==> src/rtl/rasterizer_pkg.sv <==
// Shared types and constants for the triangle rasterizer front end:
// screen limits, triangle word field offsets, vertex types and the scanner states.
package rasterizer_pkg;

  localparam int H_ACTIVE_DEFAULT = 1280;
  localparam int V_ACTIVE_DEFAULT = 720;

  localparam int TRI_W = 160;
  localparam int X_W   = 11;
  localparam int Y_W   = 10;
  localparam int VTX_W = 16;
  localparam int EXT_W = 17;

  // Triangle word layout: color|p1x|p1y|p2x|p2y|p3x|p3y|P|nx|ny|nz
  localparam int COLOR_MSB = 159;
  localparam int COLOR_LSB = 144;
  localparam int P1X_MSB   = 143;
  localparam int P1X_LSB   = 128;
  localparam int P1Y_MSB   = 127;
  localparam int P1Y_LSB   = 112;
  localparam int P2X_MSB   = 111;
  localparam int P2X_LSB   = 96;
  localparam int P2Y_MSB   = 95;
  localparam int P2Y_LSB   = 80;
  localparam int P3X_MSB   = 79;
  localparam int P3X_LSB   = 64;
  localparam int P3Y_MSB   = 63;
  localparam int P3Y_LSB   = 48;

  typedef logic signed [VTX_W-1:0] vertex_t;
  typedef logic signed [EXT_W-1:0] coord_ext_t;

  typedef enum logic [1:0] {
    ST_IDLE  = 2'd0,
    ST_SETUP = 2'd1,
    ST_SCAN  = 2'd2
  } scan_state_e;

  function automatic vertex_t vtx_field(input logic [TRI_W-1:0] word, input int lsb);
    return vertex_t'(word[lsb +: VTX_W]);
  endfunction

  function automatic vertex_t min3(input vertex_t a, input vertex_t b, input vertex_t c);
    vertex_t m;
    m = (a < b) ? a : b;
    return (c < m) ? c : m;
  endfunction

  function automatic vertex_t max3(input vertex_t a, input vertex_t b, input vertex_t c);
    vertex_t m;
    m = (a > b) ? a : b;
    return (c > m) ? c : m;
  endfunction

endpackage

==> src/rtl/triangle_pixel_scanner_bbox_clip.sv <==
// bbox_clip: combinational bounding box of three signed vertices, clamped to the
// visible screen, with an empty flag when the box lies entirely off screen.
module bbox_clip
  import rasterizer_pkg::*;
#(
  parameter int H_ACTIVE = H_ACTIVE_DEFAULT,
  parameter int V_ACTIVE = V_ACTIVE_DEFAULT
) (
  input  vertex_t        p1x_i,
  input  vertex_t        p1y_i,
  input  vertex_t        p2x_i,
  input  vertex_t        p2y_i,
  input  vertex_t        p3x_i,
  input  vertex_t        p3y_i,
  output logic [X_W-1:0] cxmin_o,
  output logic [X_W-1:0] cxmax_o,
  output logic [Y_W-1:0] cymin_o,
  output logic [Y_W-1:0] cymax_o,
  output logic           empty_o
);

  localparam coord_ext_t XLIM = coord_ext_t'(H_ACTIVE - 1);
  localparam coord_ext_t YLIM = coord_ext_t'(V_ACTIVE - 1);
  localparam logic [X_W-1:0] XLIM_U = X_W'(H_ACTIVE - 1);
  localparam logic [Y_W-1:0] YLIM_U = Y_W'(V_ACTIVE - 1);

  coord_ext_t xmin_s;
  coord_ext_t xmax_s;
  coord_ext_t ymin_s;
  coord_ext_t ymax_s;

  // Widen to 17 bits so the limit comparisons never wrap.
  assign xmin_s = coord_ext_t'(min3(p1x_i, p2x_i, p3x_i));
  assign xmax_s = coord_ext_t'(max3(p1x_i, p2x_i, p3x_i));
  assign ymin_s = coord_ext_t'(min3(p1y_i, p2y_i, p3y_i));
  assign ymax_s = coord_ext_t'(max3(p1y_i, p2y_i, p3y_i));

  // Off-screen detection and clamping of each edge to the visible area.
  always_comb begin
    empty_o = (xmax_s < 17'sd0) || (ymax_s < 17'sd0) || (xmin_s > XLIM) || (ymin_s > YLIM);
    cxmin_o = (xmin_s < 17'sd0) ? {X_W{1'b0}} : xmin_s[X_W-1:0];
    cymin_o = (ymin_s < 17'sd0) ? {Y_W{1'b0}} : ymin_s[Y_W-1:0];
    cxmax_o = (xmax_s > XLIM)   ? XLIM_U      : xmax_s[X_W-1:0];
    cymax_o = (ymax_s > YLIM)   ? YLIM_U      : ymax_s[Y_W-1:0];
  end

endmodule

==> src/rtl/triangle_pixel_scanner.sv <==
// Walks the screen-clipped bounding box of one triangle in raster order, one pixel per
// accepted cycle. Optional DEGENERATE_CULL_EN drops triangles whose vertices share an x or a y.
module triangle_pixel_scanner
  import rasterizer_pkg::*;
#(
  parameter int H_ACTIVE = H_ACTIVE_DEFAULT,
  parameter int V_ACTIVE = V_ACTIVE_DEFAULT
) (
  input  logic             clk,
  input  logic             rst,
  input  logic [TRI_W-1:0] tri_in,
  input  logic             tri_valid,
  output logic             tri_ready,
  output logic [TRI_W-1:0] tri_out,
  input  logic             pix_ready,
  output logic             pix_valid,
  output logic [X_W-1:0]   xcoord_out,
  output logic [Y_W-1:0]   ycoord_out,
  output logic             pix_last,
  output logic             tri_done
);

  scan_state_e      state_q, state_d;
  logic [TRI_W-1:0] tri_q, tri_d;
  logic [X_W-1:0]   x_q, x_d;
  logic [Y_W-1:0]   y_q, y_d;
  logic [X_W-1:0]   cxmin_q, cxmin_d;
  logic [X_W-1:0]   cxmax_q, cxmax_d;
  logic [Y_W-1:0]   cymax_q, cymax_d;
  logic             pix_valid_q, pix_valid_d;
  logic             pix_last_q, pix_last_d;
  logic             tri_done_q, tri_done_d;
  logic             tri_ready_q, tri_ready_d;

  vertex_t          p1x_s, p1y_s, p2x_s, p2y_s, p3x_s, p3y_s;
  logic [X_W-1:0]   bb_xmin_s, bb_xmax_s;
  logic [Y_W-1:0]   bb_ymin_s, bb_ymax_s;
  logic             empty_s;
  logic             cull_s;
  logic             accept_s;

  assign p1x_s = vtx_field(tri_q, P1X_LSB);
  assign p1y_s = vtx_field(tri_q, P1Y_LSB);
  assign p2x_s = vtx_field(tri_q, P2X_LSB);
  assign p2y_s = vtx_field(tri_q, P2Y_LSB);
  assign p3x_s = vtx_field(tri_q, P3X_LSB);
  assign p3y_s = vtx_field(tri_q, P3Y_LSB);

  bbox_clip #(
    .H_ACTIVE (H_ACTIVE),
    .V_ACTIVE (V_ACTIVE)
  ) u_bbox_clip (
    .p1x_i   (p1x_s),
    .p1y_i   (p1y_s),
    .p2x_i   (p2x_s),
    .p2y_i   (p2y_s),
    .p3x_i   (p3x_s),
    .p3y_i   (p3y_s),
    .cxmin_o (bb_xmin_s),
    .cxmax_o (bb_xmax_s),
    .cymin_o (bb_ymin_s),
    .cymax_o (bb_ymax_s),
    .empty_o (empty_s)
  );

`ifdef DEGENERATE_CULL_EN
  logic degen_s;
  assign degen_s = ((p1x_s == p2x_s) && (p2x_s == p3x_s)) ||
                   ((p1y_s == p2y_s) && (p2y_s == p3y_s));
  assign cull_s  = empty_s || degen_s;
`else
  assign cull_s  = empty_s;
`endif

  assign accept_s = (state_q == ST_IDLE) && tri_ready_q && tri_valid;

  // State and datapath registers, synchronous active-low reset.
  always_ff @(posedge clk) begin
    if (!rst) begin
      state_q     <= ST_IDLE;
      tri_q       <= {TRI_W{1'b0}};
      x_q         <= {X_W{1'b0}};
      y_q         <= {Y_W{1'b0}};
      cxmin_q     <= {X_W{1'b0}};
      cxmax_q     <= {X_W{1'b0}};
      cymax_q     <= {Y_W{1'b0}};
      pix_valid_q <= 1'b0;
      pix_last_q  <= 1'b0;
      tri_done_q  <= 1'b0;
      tri_ready_q <= 1'b0;
    end else begin
      state_q     <= state_d;
      tri_q       <= tri_d;
      x_q         <= x_d;
      y_q         <= y_d;
      cxmin_q     <= cxmin_d;
      cxmax_q     <= cxmax_d;
      cymax_q     <= cymax_d;
      pix_valid_q <= pix_valid_d;
      pix_last_q  <= pix_last_d;
      tri_done_q  <= tri_done_d;
      tri_ready_q <= tri_ready_d;
    end
  end

  // Next-state selection.
  always_comb begin
    state_d = state_q;
    case (state_q)
      ST_IDLE: begin
        if (accept_s) state_d = ST_SETUP;
        else          state_d = ST_IDLE;
      end
      ST_SETUP: begin
        if (cull_s) state_d = ST_IDLE;
        else        state_d = ST_SCAN;
      end
      ST_SCAN: begin
        if (pix_ready && pix_last_q) state_d = ST_IDLE;
        else                         state_d = ST_SCAN;
      end
      default: state_d = ST_IDLE;
    endcase
  end

  // Datapath and registered-output next values.
  always_comb begin
    tri_d      = tri_q;
    x_d        = x_q;
    y_d        = y_q;
    cxmin_d    = cxmin_q;
    cxmax_d    = cxmax_q;
    cymax_d    = cymax_q;
    tri_done_d = 1'b0;
    case (state_q)
      ST_IDLE: begin
        if (accept_s) tri_d = tri_in;
        else          tri_d = tri_q;
      end
      ST_SETUP: begin
        if (cull_s) begin
          tri_done_d = 1'b1;
        end else begin
          cxmin_d = bb_xmin_s;
          cxmax_d = bb_xmax_s;
          cymax_d = bb_ymax_s;
          x_d     = bb_xmin_s;
          y_d     = bb_ymin_s;
        end
      end
      ST_SCAN: begin
        if (!pix_ready) begin
          x_d = x_q;
        end else if (pix_last_q) begin
          tri_done_d = 1'b1;
        end else if (x_q == cxmax_q) begin
          x_d = cxmin_q;
          y_d = y_q + 10'd1;
        end else begin
          x_d = x_q + 11'd1;
        end
      end
      default: tri_done_d = 1'b0;
    endcase
    // Outputs are registered, so they are derived from the values about to be loaded.
    pix_valid_d = (state_d == ST_SCAN);
    pix_last_d  = (state_d == ST_SCAN) && (x_d == cxmax_d) && (y_d == cymax_d);
    tri_ready_d = (state_d == ST_IDLE) && !tri_done_d;
  end

  assign tri_ready  = tri_ready_q;
  assign tri_out    = tri_q;
  assign pix_valid  = pix_valid_q;
  assign xcoord_out = x_q;
  assign ycoord_out = y_q;
  assign pix_last   = pix_last_q;
  assign tri_done   = tri_done_q;

endmodule

==> config.mk <==
export PLATFORM = sky130hd
export DESIGN_NAME = triangle_pixel_scanner
export DESIGN_NICKNAME = d
export VERILOG_FILES = /design/src/rtl/rasterizer_pkg.sv /design/src/rtl/triangle_pixel_scanner_bbox_clip.sv /design/src/rtl/triangle_pixel_scanner.sv
export SDC_FILE = /design/constraint.sdc
export NUM_CORES = 1
export LEC_CHECK = 0
export ABC_AREA = 1
export BUFFER_PORTS_ARGS = -buffer_cell sky130_fd_sc_hd__clkbuf_2
export CAP_MARGIN = 10
export CORE_ASPECT_RATIO = 0.8
export CORE_MARGIN = 8
export CORE_UTILIZATION = 54
export DETAILED_ROUTE_END_ITERATION = 8
export PLACE_DENSITY = 0.82
export SLEW_MARGIN = 20
export SYNTH_ARGS = -nofsm -noshare
export SYNTH_HDL_FRONTEND = slang
export SYNTH_SLANG_ARGS = --single-unit
==> constraint.sdc <==
create_clock -name clk -period 7.12 [get_ports clk]
set_input_delay 1.424 -clock clk [delete_from_list [all_inputs] [get_ports clk]]
set_output_delay 1.424 -clock clk [all_outputs]
set_load 0.01 [all_outputs]
==> metrics.log <==
[metrics] run status: complete, no violations
[metrics] via count of the first global-routing pass: around 13000
[metrics] sequential cell area fraction in the yosys report: 33.8%
[metrics] Core Region: ~0.024 mm²
[metrics] share of post-route cells with drive strength above 1: 20.0%
[metrics] mean routed wirelength per cell: 18.2 µm
[metrics] CTS Sinks: 219
[metrics] clock tree buffer depth: 3
[metrics] Yosys warning count: 0
[metrics] 1st-pass router iterations: 6
[metrics] clock period minus worst slack: 6640 ps
[metrics] area fraction of the dominant cell type after synthesis: 33.8%
[metrics] worst-margin pin slew: 931 ps
[metrics] maximum cell stage delay along the critical path: 420 ps
[metrics] fraction of power spent switching nets: 54.7%
[metrics] highest net fanout along the worst path: 32
[metrics] fin. max-slew vios: 0
[metrics] GP Congestion: 0.936
[metrics] fraction of power consumed by sequential logic: roughly 19%
[metrics] internal power consumption: 4070 µW
[metrics] area overhead of the layout relative to synthesis: 20.7%
[metrics] number of failing setup endpoints in the final timing report: 0
[metrics] Top cell by count, worst path: nand2_1
[metrics] Critical Path Sink Type: register
[metrics] post-synthesis register bit count: 219
[metrics] number of enable-type register cells in the synthesized netlist: 0
[metrics] Final Net Count: 2501
[metrics] post-placement worst setup slack: between 300 and 400 ps
[metrics] Via density: 5.52
[metrics] floorplan die height: 155 µm
[metrics] share of total power in the clock network: 14.9%
[metrics] GRT overflow: 0
[metrics] primary flip-flop cell chosen by synthesis mapping: dfxtp_1
[metrics] Initial Utilization: 55.2%
[metrics] clock-pin transition on the worst setup and hold timing paths: 60 ps
[metrics] DRC violations left: 0
[metrics] residual antenna-violating net count after detailed routing: 0
[metrics] first-iteration detailed-routing DRC count: 1245
[metrics] total nets after synthesis: between 2000 and 2500
[metrics] number of top-level design ports: roughly 350
[metrics] global routing usage summed across all routing layers: between 30% and 40%
[metrics] Setup TNS Final: 0 ps
[metrics] Post-CTS Setup Bufs: 0
[metrics] fmax: 151 MHz
[metrics] combinational fraction of design power: 66.7%
[metrics] die area: 0.0293 mm²
[metrics] TritonCTS Buffers: 25
[metrics] portion of the clock cycle consumed by the worst path in the final layout: between 90 and 100%
[metrics] Std-Cell Rows: 50
[metrics] number of standard cells after synthesis: 1949
[metrics] CTS Root Buffer Type: clkbuf_16
[metrics] pin count of the biggest net entering global routing: 152
[metrics] DP HPWL: roughly 36 mm
[metrics] LEAKAGE: 0.00763 µW
[metrics] # Max-Cap Violations: 0
[metrics] Worst Path Required: 7600 ps
[metrics] worst ir drop on vdd: slightly below 0.3 mV
[metrics] worst setup margin: approximately 480 ps
[metrics] largest clock skew in the final design: 9.45 ps
[metrics] number of fillers in the final layout: 2171
[metrics] clock tree from TritonCTS: built
[metrics] cell type of the slowest stage on the worst timing path: o21ai_0
[metrics] wire length after detailed routing: 46.7 mm
[metrics] worst skew pair latency: 540 ps
[metrics] net switching power: 4920 µW
[metrics] endpoints failing hold: 0
[metrics] critical path data arrival time: 7120 ps
[metrics] element type at the critical path start: register
[metrics] Setup Crit Path Kind: register to register
[metrics] unrepaired setup endpoints after global routing: no
[metrics] cell type contributing the most total cell area after synthesis: dfxtp_1
[metrics] initial antenna violation count: 3
[metrics] worst min-delay path category: register to register
[metrics] proportion of register bits with asynchronous set or reset after synthesis: 0%
[metrics] width of the die: approximately 190 µm
[metrics] most area-consuming cells after synthesis: dfxtp_1 34%, nand2_1 16%, ha_1 9.6%, a21oi_1 9.1%, o21ai_0 6.9%
[metrics] vias: 14177
[metrics] number of distinct library cell variants in the gate-level netlist after synthesis: 51
[metrics] Post-synth top cells: 570 x nand2_1, 235 x a21oi_1, 219 x dfxtp_1
[metrics] most numerous cell in the Yosys netlist: nand2_1
[metrics] mean post-synth cell area: approximately 6.7 µm²
[metrics] total of buffers placed on input and output ports: 348
[metrics] global-route wire length before repair: 72.1 mm
[metrics] Syn Std Cell Area: 0.0130 mm²
[metrics] CTS H-tree lvls: 1
[metrics] total power per unit cell area: 574 mW/mm²
[metrics] remaining max-slew budget at the tightest pin: 38.0%
[metal layers]
metal	routed length [µm]	GRT usage [%]	share of wire (%)	vias to the layer above
li1	-	-	-	7024
met1	20100	40.0	43	6410
met2	20600	47.2	44	664
met3	4630	8.02	9.9	77
met4	1270	9.03	2.7	2
met5	11	0	0.024	-
[per-stage QoR]
| stage | hold WS [ps] | util (%) | power [µW] | cell area (µm²) | std cells |
|---|---|---|---|---|---|
| 2_1_floorplan | 438 | - | 6020 | 13000 | 1949 |
| 3_3_place_gp | 451 | 62.9 | 7400 | 14800 | 2522 |
| 3_5_place_dp | 454 | 62.9 | 7500 | 14800 | 2522 |
| 4_1_cts | 464 | 66.5 | 8850 | 15700 | 2567 |
| 5_1_grt | 481 | 66.6 | 9770 | 15700 | 2569 |
| 6_report | 463 | 66.6 | 8990 | 15700 | 2569 |
[power by group through the flow]
stage	clock (µW)	sequential [µW]	combinational, µW
finish	1340	1660	6000
global route	1400	1690	6690
CTS	1340	1650	5850
detailed placement	0	1680	5820
global placement	0	1670	5740
floorplan	0	1700	4310
[kinds of logic after synthesis]
| kind of cell | count (synthesis) | share of synthesized area (%) |
|---|---|---|
| and+or+nand+nor | 866 | 27.9 |
| AOI/OAI and AO/OA | 479 | 19.6 |
| buffers and inverters | 273 | 8.27 |
| xor gates and xnor gates | 12 | 0.809 |
| DFF | 219 | 33.8 |
| adders and majority gates | 100 | 9.63 |
[flip-flops by register name (all words and copies together), names as in the netlist]
name        count
xcoord_out     11
tri_ready       1
tri_out       160
cxmax_q        11
pix_valid       1
tri_done        1
cxmin_q        11
pix_last        1
cymax_q        10
ycoord_out     10
state_q         2
[worst paths after layout]
check,cells past startpoint,startpoint,to,slack (ps)
hold / removal,2,tri_out[40],tri_out[40],460
setup / recovery,35,tri_out[85],pix_last,480
setup reg to reg,35,tri_out[85],pix_last,480
hold reg to reg,2,tri_out[40],tri_out[40],460
[area by class of cell]
class | instances | area, µm² | area share (%)
clock buffer | 33 | 726 | 4.63
clock inverter | 12 | 123 | 0.782
sequential | 219 | 4380 | 28.0
multi-input combinational | 1457 | 7550 | 48.2
antenna | 2 | 5.00 | 0.0319
tap | 312 | 390 | 2.49
inverter | 177 | 668 | 4.26
timing repair buffer | 357 | 1820 | 11.6
[placed cells by master (no fill, tap or decap), types with 9 or more instances in the layout]
| cell type | synthesis | final |
|---|---|---|
| a211oi_1 | 15 | 15 |
| a21oi_1 | 235 | 235 |
| clkbuf_16 | 0 | 25 |
| clkbuf_2 | 0 | 348 |
| dfxtp_1 | 219 | 219 |
| ha_1 | 100 | 100 |
| inv_1 | 168 | 167 |
| nand2_1 | 570 | 569 |
| nand2_2 | 14 | 15 |
| nand3_1 | 91 | 90 |
| nand4_1 | 21 | 21 |
| nor2_1 | 121 | 121 |
| nor3_1 | 13 | 13 |
| o211ai_1 | 9 | 9 |
| o21ai_0 | 178 | 177 |
| o21ai_1 | 15 | 16 |
| xor2_1 | 9 | 9 |
[repair_timing]
item,4_1_cts,5_1_grt
hold buffers,0,0
setup endpoints to repair,0,2
resized for setup,0,4
[worst max-delay path: cells and delay by family, from the launching register on]
kind / cells / cell delay, ps
buffers and inverters: 1 / 80
adders and majority gates: 2 / 500
AOI/OAI and AO/OA: 10 / 2550
DFF: 1 / 360
and+or+nand+nor: 22 / 3080
Note: power is estimated with default switching activity, not from simulation.
